### src/rtl/writeback_stage_p.sv
// writeback_stage_p: registered MIPS writeback stage between MEM/WB and the
// register file write port. Selects result source and destination register,
// extracts/extends sub-word loads, suppresses $0 and misaligned-load writes,
// and counts retired instructions.
// Optional feature macro: WB_LOAD_EXT_EN (byte/half extraction, extension and
// misalign detection). Without it, rwd=1 forwards d unchanged and no load is
// ever flagged misaligned.
module writeback_stage_p #(
    parameter int DATA_W = 32,
    parameter int REG_AW = 5,
    parameter int CNT_W  = 32
) (
    input  logic              clock,
    input  logic              reset,
    input  logic              in_valid,
    input  logic              flush,
    input  logic [DATA_W-1:0] o,
    input  logic [DATA_W-1:0] d,
    input  logic [DATA_W-1:0] pc,
    input  logic [31:0]       insn,
    input  logic [1:0]        rwd,
    input  logic [1:0]        rdst,
    input  logic              rwe,
    input  logic [1:0]        lsz,
    input  logic              lsign,
    input  logic [1:0]        boff,
    output logic              rf_we,
    output logic [REG_AW-1:0] rf_waddr,
    output logic [DATA_W-1:0] rf_wdata,
    output logic              fwd_valid,
    output logic              wb_misalign,
    output logic [CNT_W-1:0]  retired
);

    logic              take_s;
    logic [4:0]        sel5_s;
    logic [REG_AW-1:0] addr_s;
    logic [DATA_W-1:0] load_s;
    logic [DATA_W-1:0] res_s;
    logic              mis_s;

    logic              we_d,    we_q;
    logic [REG_AW-1:0] waddr_d, waddr_q;
    logic [DATA_W-1:0] wdata_d, wdata_q;
    logic              mis_d,   mis_q;
    logic [CNT_W-1:0]  cnt_d,   cnt_q;

    // Instruction fields that never influence writeback.
    logic unused_insn_s;
    assign unused_insn_s = ^{insn[31:21], insn[10:0]};

`ifdef WB_LOAD_EXT_EN
    // Big-endian lanes are always taken from a 32-bit view of the read word.
    logic [31:0] dw_s;
    logic [7:0]  byte_s;
    logic [15:0] half_s;

    if (DATA_W >= 32) begin : g_dw_wide
        assign dw_s = d[31:0];
    end else begin : g_dw_narrow
        assign dw_s = {{(32-DATA_W){1'b0}}, d};
    end

    // Sub-word lane extraction, extension and misalign detection.
    always_comb begin
        byte_s = 8'h00;
        half_s = 16'h0000;
        load_s = d;
        mis_s  = 1'b0;
        case (boff)
            2'd0:    byte_s = dw_s[31:24];
            2'd1:    byte_s = dw_s[23:16];
            2'd2:    byte_s = dw_s[15:8];
            default: byte_s = dw_s[7:0];
        endcase
        if (boff[1]) begin
            half_s = dw_s[15:0];
        end else begin
            half_s = dw_s[31:16];
        end
        case (lsz)
            2'd0: begin
                load_s = DATA_W'(byte_s) |
                         ((lsign & byte_s[7]) ? ~DATA_W'(8'hFF) : {DATA_W{1'b0}});
                mis_s  = 1'b0;
            end
            2'd1: begin
                load_s = DATA_W'(half_s) |
                         ((lsign & half_s[15]) ? ~DATA_W'(16'hFFFF) : {DATA_W{1'b0}});
                mis_s  = boff[0];
            end
            default: begin
                load_s = d;
                mis_s  = (boff != 2'd0);
            end
        endcase
        if (rwd != 2'd1) begin
            mis_s = 1'b0;
        end else begin
            mis_s = mis_s;
        end
    end
`else
    // Load-size controls are ignored in this build.
    logic unused_load_s;
    assign unused_load_s = ^{lsz, lsign, boff};
    assign load_s        = d;
    assign mis_s         = 1'b0;
`endif

    // Destination/result selection and next state of the pipeline register.
    always_comb begin
        take_s = in_valid & ~flush;
        case (rdst)
            2'd1:    sel5_s = insn[15:11];
            2'd2:    sel5_s = 5'd31;
            default: sel5_s = insn[20:16];
        endcase
        addr_s = REG_AW'(sel5_s);
        case (rwd)
            2'd1:    res_s = load_s;
            2'd2:    res_s = pc + DATA_W'(32'd8);
            default: res_s = o;
        endcase
        if (take_s) begin
            we_d    = rwe & (addr_s != {REG_AW{1'b0}}) & ~mis_s;
            waddr_d = addr_s;
            wdata_d = res_s;
            mis_d   = mis_s;
            cnt_d   = cnt_q + CNT_W'(32'd1);
        end else begin
            we_d    = 1'b0;
            waddr_d = {REG_AW{1'b0}};
            wdata_d = {DATA_W{1'b0}};
            mis_d   = 1'b0;
            cnt_d   = cnt_q;
        end
    end

    // Pipeline register with synchronous reset; a bubble clears the slot.
    always_ff @(posedge clock) begin
        if (reset) begin
            we_q    <= 1'b0;
            waddr_q <= {REG_AW{1'b0}};
            wdata_q <= {DATA_W{1'b0}};
            mis_q   <= 1'b0;
            cnt_q   <= {CNT_W{1'b0}};
        end else begin
            we_q    <= we_d;
            waddr_q <= waddr_d;
            wdata_q <= wdata_d;
            mis_q   <= mis_d;
            cnt_q   <= cnt_d;
        end
    end

    assign rf_we       = we_q;
    assign fwd_valid   = we_q;
    assign rf_waddr    = waddr_q;
    assign rf_wdata    = wdata_q;
    assign wb_misalign = mis_q;
    assign retired     = cnt_q;

endmodule
### config.mk
export PLATFORM = sky130hd
export DESIGN_NAME = writeback_stage_p
export DESIGN_NICKNAME = d
export VERILOG_FILES = /design/src/rtl/writeback_stage_p.sv
export SDC_FILE = /design/constraint.sdc
export NUM_CORES = 1
export LEC_CHECK = 0
export ABC_AREA = 1
export ABC_CLOCK_PERIOD_IN_PS = 3200
export CAP_MARGIN = 40
export CELL_PAD_IN_SITES_DETAIL_PLACEMENT = 1
export CELL_PAD_IN_SITES_GLOBAL_PLACEMENT = 1
export CORE_UTILIZATION = 28
export DETAILED_ROUTE_END_ITERATION = 12
export PLACE_DENSITY = 0.94
export RECOVER_POWER = 50
export SLEW_MARGIN = 25
export SYNTH_ARGS = -nofsm -noshare
export SYNTH_HDL_FRONTEND = slang
export SYNTH_SLANG_ARGS = --single-unit
### constraint.sdc
create_clock -name clock -period 3.2 [get_ports clock]
set_input_delay 0.64 -clock clock [delete_from_list [all_inputs] [get_ports clock]]
set_output_delay 0.64 -clock clock [all_outputs]
set_load 0.1 [all_outputs]
==> results.toml, run 1 <==
[die]
die_h_um = 124
start_util_pct = 28.6
num_io_pins = 214
core_region_area_um2 = 14500
fp.dieW_um = 124
fp-row-count = 44
die_ar_um2 = 15300

[pwr]
p_per_area_nw_per_um2 = 404
irDropWorstVdd_mv = 0.314
p_leak_nw = 2.29

[synth]
post_synth_mux_area_share_pct = 0
synth_simple_gate_area_share_pct = 35.7
synth_area_per_cell_um2 = 6.17
yosysSeqAreaShare_pct = 33.9
synth_top_family_by_area = "simple AND/OR/NAND/NOR gates"
synthAdderAreaFrac_pct = 1.81
post_synth_xor_area_fraction_pct = 0.846
synthDominantCellAreaShare_pct = 33.9
syn-num-nets = 819
cell_count_after_synthesis = 671
post_synth_instance_area_um2 = 4140
yosysWarningCount = 0
yosys_reg_bits = 70
post-synth-top-area-cell = "dfxtp_1"
synth_compound_gate_area_share_pct = 19.9
netlist-cell-type-count = 30
yosys-top-cells-area = "dfxtp_1 (34%), nand2_1 (16%), a21oi_1 (11%), nor2_1 (8.7%), o21ai_0 (7.5%)"

[setup_path]
crit_path_end_kind = "flop"
critPathSlowestCell = "dlygate4sd3_1"
cp.required_ps = 3440
crit_path_max_incr_delay_ps = 530
crit_chain = "dlygate4sd3_1, inv_1, nand2_1, nor2_1, nand4_2, nor2_1, nand2_1, nand2_1, nor2_1"
timing.critical_path.from_type = "primary input"
worst_ep_arrival_time_ps = 2560
timing.setup.critical_path_class = "primary input to flop"
timing.critical_path.fanout_max = 7

[placement]
port_buffers = 185
dpl.hpwl_um = 12500
detailed_place.area_um2 = 6020
globalplace.congestion = 0.844

[global_route]
global_route.usage.total_pct = 21.9
global_route_wire_length_before_repair_um = 25500
via_count_of_the_first_global_routing_pass = 5275
grt_antenna_before_repair = 0
global_route_total_overflow = 0
largest_net_degree_at_the_start_of_global_routing = 34

[sta]
worst-slew-pin-transition_ps = 1290
min_period_ps = 2320
finalCritPeriodShare_pct = 72.4
timing.fmax_mhz = 431
final_hold_viol_count = 0
grt_setup_unrepaired = "no"
timing_max_transition_violations_final = 0
final.setup.tns_ps = 0
slew_headroom_pct = 14.5
setup-violations-final = 0
fin_worst_skew_ps = 5.37

[routing]
dr_total_vias = 5139
wl_um = 16200
detail_route.iter0.violations = 172
drt_pass1_iterations = 4
drc = 0
antenna_left = 0
routed_via_density = 4.93
wl_per_cell_um = 15.5

[cells_and_area]
syn2layout_area_growth_pct = 47.2
antennaDiodeCount = 0
final_design_area_no_fill_um2 = 6090
final_net_count = 1002
fraction_of_layout_instances_using_a_drive_strength_above_1_pct = 6.52

[clock_tree]
cts-buffers-inserted = 9
post_cts.resized_instances = 0
worst_skew_pair.late_latency_ps = 350
h-tree-depth = 3
cts_tree = "done"
cts_max_path_buffers = 2
post_cts.repair.setup_buffers = 0
cts_sinks = 70
clock-root-buffer = "clkbuf_16"
number_of_hold_repair_buffers_added_at_the_cts_stage = 0
clkSlewWorstSetupHoldPaths_ps = 60

[run]
maxCapViolations = 0

[status]
outcome = "finished, final reports clean"

[min_path]
min_path_type = "flop to flop"
area by class of cell:
class | count | area [um2]
clock buffers | 10 | 239
flip-flops and latches | 70 | 1400
inverters | 63 | 236
fillers | 1909 | 8380
well taps | 184 | 230
multi-input cells | 517 | 2410
clock inverters | 6 | 68.8
repair buffers | 193 | 1510
metal layers:
metal	global-route usage [%]	vias up	part of all wire (%)
met5	0	-	0
met4	6.40	0	1.8
met3	7.10	22	5.8
met2	40.6	135	52
met1	23.3	2428	40
li1	-	2554	-
through the flow:
stage	instances	utilization, %	hold WS, ps	worst slack (ps)	total power, mW
2_1_floorplan	671	-	774	877	1.20
3_3_place_gp	1027	41.6	499	773	1.43
3_5_place_dp	1027	41.6	508	717	1.44
4_1_cts	1043	43.7	517	1070	2.51
5_1_grt	1043	42.1	550	701	2.57
6_report	1043	42.1	520	882	2.46
placed cells by master (no fill, tap or decap), types with 2 or more instances in the layout:
cell,count
o21a_1,2
nand4_2,3
xnor2_1,2
nor2_1,96
dfxtp_1,70
and2_1,2
ha_1,6
nand4_1,4
clkbuf_16,9
a21oi_1,93
nand3_1,45
nand2_1,171
xor2_1,2
dlygate4sd3_1,2
nor2_4,2
nor3_1,6
o21ai_0,62
nand2_2,5
clkbuf_1,60
buf_4,19
nor2_2,8
clkinv_4,2
inv_1,62
clkdlybuf4s50_1,112
path summary, 6_finish.rpt:
kind                       startpoint  depth (start not counted)  slack (ps)                  endpoint
max reg2reg   retired[1]$_SDFFE_PP0P_                          9        1190  retired[22]$_SDFFE_PP0P_
min          retired[23]$_SDFFE_PP0P_                          2         520  retired[23]$_SDFFE_PP0P_
min reg2reg  retired[23]$_SDFFE_PP0P_                          2         520  retired[23]$_SDFFE_PP0P_
max                             flush                          9         880  retired[19]$_SDFFE_PP0P_
critical path: cells and delay by family:
| kind | cells | cell delay, ps |
|---|---|---|
| and+or+nand+nor | 7 | 1310 |
| buffers and inverters | 2 | 600 |
state kept, by name (all words and copies together), names as in the netlist:
register	cells
rf_waddr	5
retired	32
rf_wdata	32
fwd_valid	1
kinds of logic after synthesis:
logic type | count (synthesis)
and+or+nand+nor | 345
AOI/OAI and AO/OA | 161
buffers and inverters | 84
DFF | 70
adders and majority gates | 6
xor gates and xnor gates | 4
other | 1
synth_stat cells:
master	number
nand3_2	1
dfxtp_1	70
nor2_1	96
buf_4	2
clkinv_1	1
nand3_1	44
o31ai_1	1
a22oi_1	1
conb_1	1
inv_1	62
clkbuf_1	19
nor3_1	6
nor2_4	2
ha_1	6
o21ai_0	62
nor2_2	8
o21a_1	2
and2_1	2
nand2_2	5
nand4_2	3
xnor2_1	2
a21oi_1	93
o21bai_2	1
xor2_1	2
nand2_1	171
nor2_8	1
and3_2	1
o21bai_1	1
nor3b_1	1
nand4_1	4
where the power goes:
group | switching [mW] | internal (mW)
Sequential | 0.00754 | 0.890
Clock | 0.427 | 0.629
Combinational | 0.322 | 0.185
No activity file was read; power rests on OpenSTA's default activity.
==> run 2: changes to the inputs <==
--- a/config.mk
+++ b/config.mk
@@ -6,13 +6,13 @@
 export NUM_CORES = 1
 export LEC_CHECK = 0
 export ABC_AREA = 1
-export ABC_CLOCK_PERIOD_IN_PS = 3200
+export ABC_CLOCK_PERIOD_IN_PS = 1900
 export CAP_MARGIN = 40
 export CELL_PAD_IN_SITES_DETAIL_PLACEMENT = 1
 export CELL_PAD_IN_SITES_GLOBAL_PLACEMENT = 1
-export CORE_UTILIZATION = 28
+export CORE_UTILIZATION = 24
 export DETAILED_ROUTE_END_ITERATION = 12
-export PLACE_DENSITY = 0.94
+export PLACE_DENSITY = 0.86
 export RECOVER_POWER = 50
 export SLEW_MARGIN = 25
 export SYNTH_ARGS = -nofsm -noshare
==> constraint.sdc (replaced) <==
create_clock -name clock -period 1.9 [get_ports clock]
set_input_delay 0.38 -clock clock [delete_from_list [all_inputs] [get_ports clock]]
set_output_delay 0.38 -clock clock [all_outputs]
set_load 0.1 [all_outputs]
==> results.toml, run 2 (synthesized netlist as in run 1, its figures left out) <==
[clock_tree]
h-tree-depth = 3
cts_tree = "done"
cts-buffers-inserted = 9
clkSlewWorstSetupHoldPaths_ps = 60
clock-root-buffer = "clkbuf_16"
cts_sinks = 70
cts_max_path_buffers = 2
worst_skew_pair.late_latency_ps = 350
number_of_hold_repair_buffers_added_at_the_cts_stage = 0

[pwr]
total_power_mw = 4.21
p_leak_nw = 2.87
p_per_area_nw_per_um2 = 601
irDropWorstVdd_mv = 0.414

[die]
num_io_pins = 214
fp-row-count = 47
die_ar_um2 = 17800
start_util_pct = 24.8
die_h_um = 133
core_region_area_um2 = 16700
fp.dieW_um = 133

[setup_path]
crit_path_end_kind = "flop"
timing.setup.critical_path_class = "primary input to flop"
crit_path_max_incr_delay_ps = 490
cpMostUsedCell = "nand2_1"
critPathSlowestCell = "clkdlybuf4s50_1"
timing.critical_path.fanout_max = 6
cp.required_ps = 2180
timing.critical_path.from_type = "primary input"
worst_ep_arrival_time_ps = 2110
crit_chain = "clkdlybuf4s50_1, ha_1, nand2_1, nor2_1, nand2_1, nor2_2, nand2_1, nand2_1, nand3_1, a21oi_1"

[sta]
worst-slew-pin-transition_ps = 606
final_hold_viol_count = 0
timing_max_transition_violations_final = 0
min_period_ps = 1830
timing.fmax_mhz = 547
finalCritPeriodShare_pct = 96.3
fin_worst_skew_ps = 8.97
grt_setup_unrepaired = "yes"
fin_ws_ps = 71.1
slew_headroom_pct = 59.7
setup-violations-final = 0
whs_ps = 505

[routing]
dr_total_vias = 5404
wl_um = 17300
antenna_left = 0
detail_route.iter0.violations = 128
drt_pass1_iterations = 4
drc = 0
wl_per_cell_um = 15.1
routed_via_density = 4.72

[global_route]
grt_busiest_layer = "met2"
gr_util_met3_pct = 6.35
via_count_of_the_first_global_routing_pass = 5736
grt_util_met2_pct = 38.1
grt_util_met1_pct = 20.7
global_route.usage.total_pct = 20.1
global_route_wire_length_before_repair_um = 28200
grt_antenna_before_repair = 0
largest_net_degree_at_the_start_of_global_routing = 34
global_route_total_overflow = 0

[placement]
port_buffers = 185
dpl.hpwl_um = 14000
globalplace.congestion = 0.862
post-place-ws_ps = -300

[cells_and_area]
most-common-layout-cells = "nand2_1 (171), clkdlybuf4s50_1 (113), a21oi_1 (93)"
layout_commonest_cell = "nand2_1"
fraction_of_layout_instances_using_a_drive_strength_above_1_pct = 21.5
final_net_count = 1067
antennaDiodeCount = 0
syn2layout_area_growth_pct = 69.4

[status]
outcome = "finished, final reports clean"

[min_path]
min_path_type = "flop to flop"

[run]
maxCapViolations = 0
-- run 2: stage by stage --
stage / cell area, um2 / std cells / TNS, ps / util, %
after floorplan: 4170 / 671 / -12.8 / -
after global placement: 6960 / 1128 / -2650 / 41.7
after detailed placement: 6960 / 1128 / -4790 / 41.7
after CTS: 7250 / 1144 / 0 / 43.4
after global routing: 7010 / 1144 / -49.4 / 42.0
final: 7010 / 1144 / 0 / 42.0
-- run 2: timing repair --
item,CTS,global route
resized for setup,0,8
endpoints found under the setup margin,0,12
setup buffers,0,0
-- run 2: power by group --
part | total, mW | switching [mW] | leakage (nW) | internal, mW
logic | 0.990 | 0.573 | 2.16 | 0.417
registers | 1.51 | 0.0128 | 0.574 | 1.50
clock network | 1.71 | 0.698 | 0.134 | 1.01
total | 4.21 | 1.28 | 2.87 | 2.93
-- run 2: layer usage --
layer	vias to the layer above	share of wire [%]
met4	0	2.2
met1	2539	39
met5	-	0
li1	2681	-
met2	157	53
met3	27	6.2
-- run 2: cell type report --
cell class | count | area, um2
fillers | 2169 | 9690
well taps | 220 | 275
multi-input cells | 517 | 2440
repair buffers | 258 | 2350
clock inverters | 6 | 62.6
clock buffers | 10 | 229
inverters | 63 | 236
flip-flops and latches | 70 | 1420
-- run 2: final timing paths --
| path | from | to | slack [ps] | depth (start not counted) |
|---|---|---|---|---|
| max | pc[3] | rf_wdata[23]$_SDFF_PP0_ | 70 | 10 |
| min | retired[9]$_SDFFE_PP0P_ | retired[9]$_SDFFE_PP0P_ | 500 | 2 |
| max reg2reg | retired[1]$_SDFFE_PP0P_ | retired[10]$_SDFFE_PP0P_ | 210 | 7 |
| min reg2reg | retired[9]$_SDFFE_PP0P_ | retired[9]$_SDFFE_PP0P_ | 500 | 2 |
-- run 2: critical path: cells and delay by family --
kind	cells	cell delay, ps
AOI/OAI and AO/OA	1	120
adders and majority gates	1	190
buffers and inverters	1	490
and+or+nand+nor	7	930
==> run 3: changes to the inputs <==
--- a/config.mk
+++ b/config.mk
@@ -6,7 +6,6 @@
 export NUM_CORES = 1
 export LEC_CHECK = 0
 export ABC_AREA = 1
-export ABC_CLOCK_PERIOD_IN_PS = 1900
 export CAP_MARGIN = 40
 export CELL_PAD_IN_SITES_DETAIL_PLACEMENT = 1
 export CELL_PAD_IN_SITES_GLOBAL_PLACEMENT = 1
==> results of run 3 <==
No change in the layout: final DEF, timing and power equal those of run 2.
==> edit, RTL diff (config.mk and constraints of run 1) <==
Remove the register `wdata_q`: a continuous assignment takes its place, so the output `rf_wdata` follows one clock earlier.
--- a/src/rtl/writeback_stage_p.sv
+++ b/src/rtl/writeback_stage_p.sv
@@ -142,17 +142,17 @@
         if (reset) begin
             we_q    <= 1'b0;
             waddr_q <= {REG_AW{1'b0}};
-            wdata_q <= {DATA_W{1'b0}};
             mis_q   <= 1'b0;
             cnt_q   <= {CNT_W{1'b0}};
         end else begin
             we_q    <= we_d;
             waddr_q <= waddr_d;
-            wdata_q <= wdata_d;
             mis_q   <= mis_d;
             cnt_q   <= cnt_d;
         end
     end
+
+    assign wdata_q = wdata_d;
 
     assign rf_we       = we_q;
     assign fwd_valid   = we_q;
Behaviour: not the same (a bounded check fails within 4 cycles, from zero or initial values and one cycle with reset high).
==> edit against run 1 <==
Synthesized area shrank 11%; wire length grew 7.2%; maximum frequency shrank 26%; worst setup slack lost 0.83 ns; final area grew 4.0%; sequential power shrank 46%; total power shrank 23%; first-iteration DRC count grew 33%; sequential cell count shrank 32; clock power shrank 36%; critical path type is now in -> out; critical endpoint is now rf_wdata[17].
==> edit: results (changes against run 1) <==
Outcome -> finished clean
DP Wirelength -> 14,000 microns (+12%)
Critical path's slowest cell -> clkdlybuf4s50_1
Num CTS Buffers -> 5 (-4)
CP max FO -> 4 (-3)
Clk_lat worst skew -> 0.29 ns (-0.06 ns)
Worst path max stage delay -> 0.58 ns (+0.05 ns)
Routability cong. -> 0.890 (+5.4%)
Worst Path Arrival -> 2.51 ns (-0.05 ns)
Slew HR -> 18.6% (+4.0 points)
Cells after Synth -> 681 (+1.5%)
Unique masters post-synth -> 35 (+17%)
R2r endpoint -> retired[24]$_SDFFE_PP0P_
Adder-Cell Fraction of Synth Area -> 2.05% (+0.23 points)
Wirelength per Cell -> 16.5 microns (+6.6%)
First-pass GRT wire length -> 27,400 microns (+7.4%)
Post-synthesis sequential area ratio -> 20.7% (-13 points)
Switching share of power -> 34.6% (+3.9 points)
Pleak -> 0.00237 uW (+3.5%)
Routed wire length -> 17,300 microns (+7.2%)
Worst clock skew -> 0.00512 ns (-0.000247 ns)
DR iter-0 viols -> 229 (+33%)
Via/cell ratio -> 5.09 (+3.3%)
CP delay by family, top -> buffers and inverters
Peak VDD IR -> 0.152 mV (-51%)
Layout cells sized above 1 -> 15.3% (+8.8 points)
Number of cells on the worst reg-to-reg path -> 8 (-1)
Compound-gate portion of the synthesized area -> 21.5% (+1.6 points)
Top post-synthesis cells by count -> 191 x nand2_1, 109 x nor2_1, 90 x a21oi_1, 68 x inv_1, 59 x o21ai_0
Start point of the worst hold path -> retired[31]$_SDFFE_PP0P_
Top post-synthesis cells by area -> dfxtp_1 21%, nand2_1 20%, a21oi_1 12%
# rows -> 41 (-6.8%)
Reg-to-reg setup timing slack -> 1.33 ns (+0.14 ns)
Syn_nets -> 829 (+1.2%)
GRT Resource Usage Total -> 25.9% (+4.0 points)
edit: metrics by stage:
step,setup WS [ns],hold WS [ns],area [sq um]
2_1_floorplan,0.170,0.776,3790
3_3_place_gp,0.0257,0.492,6190
3_5_place_dp,-0.0269,0.511,6190
4_1_cts,-0.0000109,0.522,6400
5_1_grt,-0.0872,0.552,6340
6_report,0.0477,0.515,6340
edit: cell families after synthesis:
logic type | after synthesis
adder cells (fa/ha/maj) | 6
AO/OA/AOI/OAI | 155
AND/OR/NAND/NOR | 385
XOR/XNOR | 4
other | 1
buffers and inverters | 92
flip-flops | 38
edit: layout make-up:
class	count	share of cell area [%]
inverter	69	4.09
clock buffer	6	2.19
timing repair buffer	211	34.4
multi-input combinational	551	43.0
sequential	38	12.0
clock inverter	2	0.948
tap	172	3.40
edit: layer usage:
| layer | GRT usage, % | share of wire, % |
|---|---|---|
| met5 | 0 | 0 |
| met4 | 9.23 | 2.8 |
| met3 | 4.41 | 5.4 |
| met2 | 52.1 | 54 |
| met1 | 26.3 | 38 |
edit: worst max-delay path by stage:
stage	start	cells past startpoint	end
floorplan	pc[3]	8	rf_wdata[15]
global placement	pc[3]	11	rf_wdata[29]
detailed placement	pc[3]	11	rf_wdata[31]
CTS	pc[3]	11	rf_wdata[31]
global route	pc[12]	11	rf_wdata[17]
finish	pc[6]	11	rf_wdata[17]
edit: power groups by stage:
stage / registers [uW] / clock network, uW / logic (uW)
after detailed placement: 492 / 0 / 746
after CTS: 481 / 681 / 748
after global routing: 481 / 696 / 784
after global placement: 492 / 0 / 729
after floorplan: 524 / 0 / 354
final: 481 / 674 / 744
edit: worst min-delay path: cells and delay by family (launching register included):
family | cells | cell delay (ns)
AO/OA/AOI/OAI | 1 | 0.06
AND/OR/NAND/NOR | 1 | 0.07
flip-flops | 1 | 0.34
edit: repair_timing:
item	4_1_cts	5_1_grt
hold endpoints to repair	0	0
pin swaps	0	9
gates resized for setup	2	20
setup buffers	0	4
setup endpoints to repair	2	15
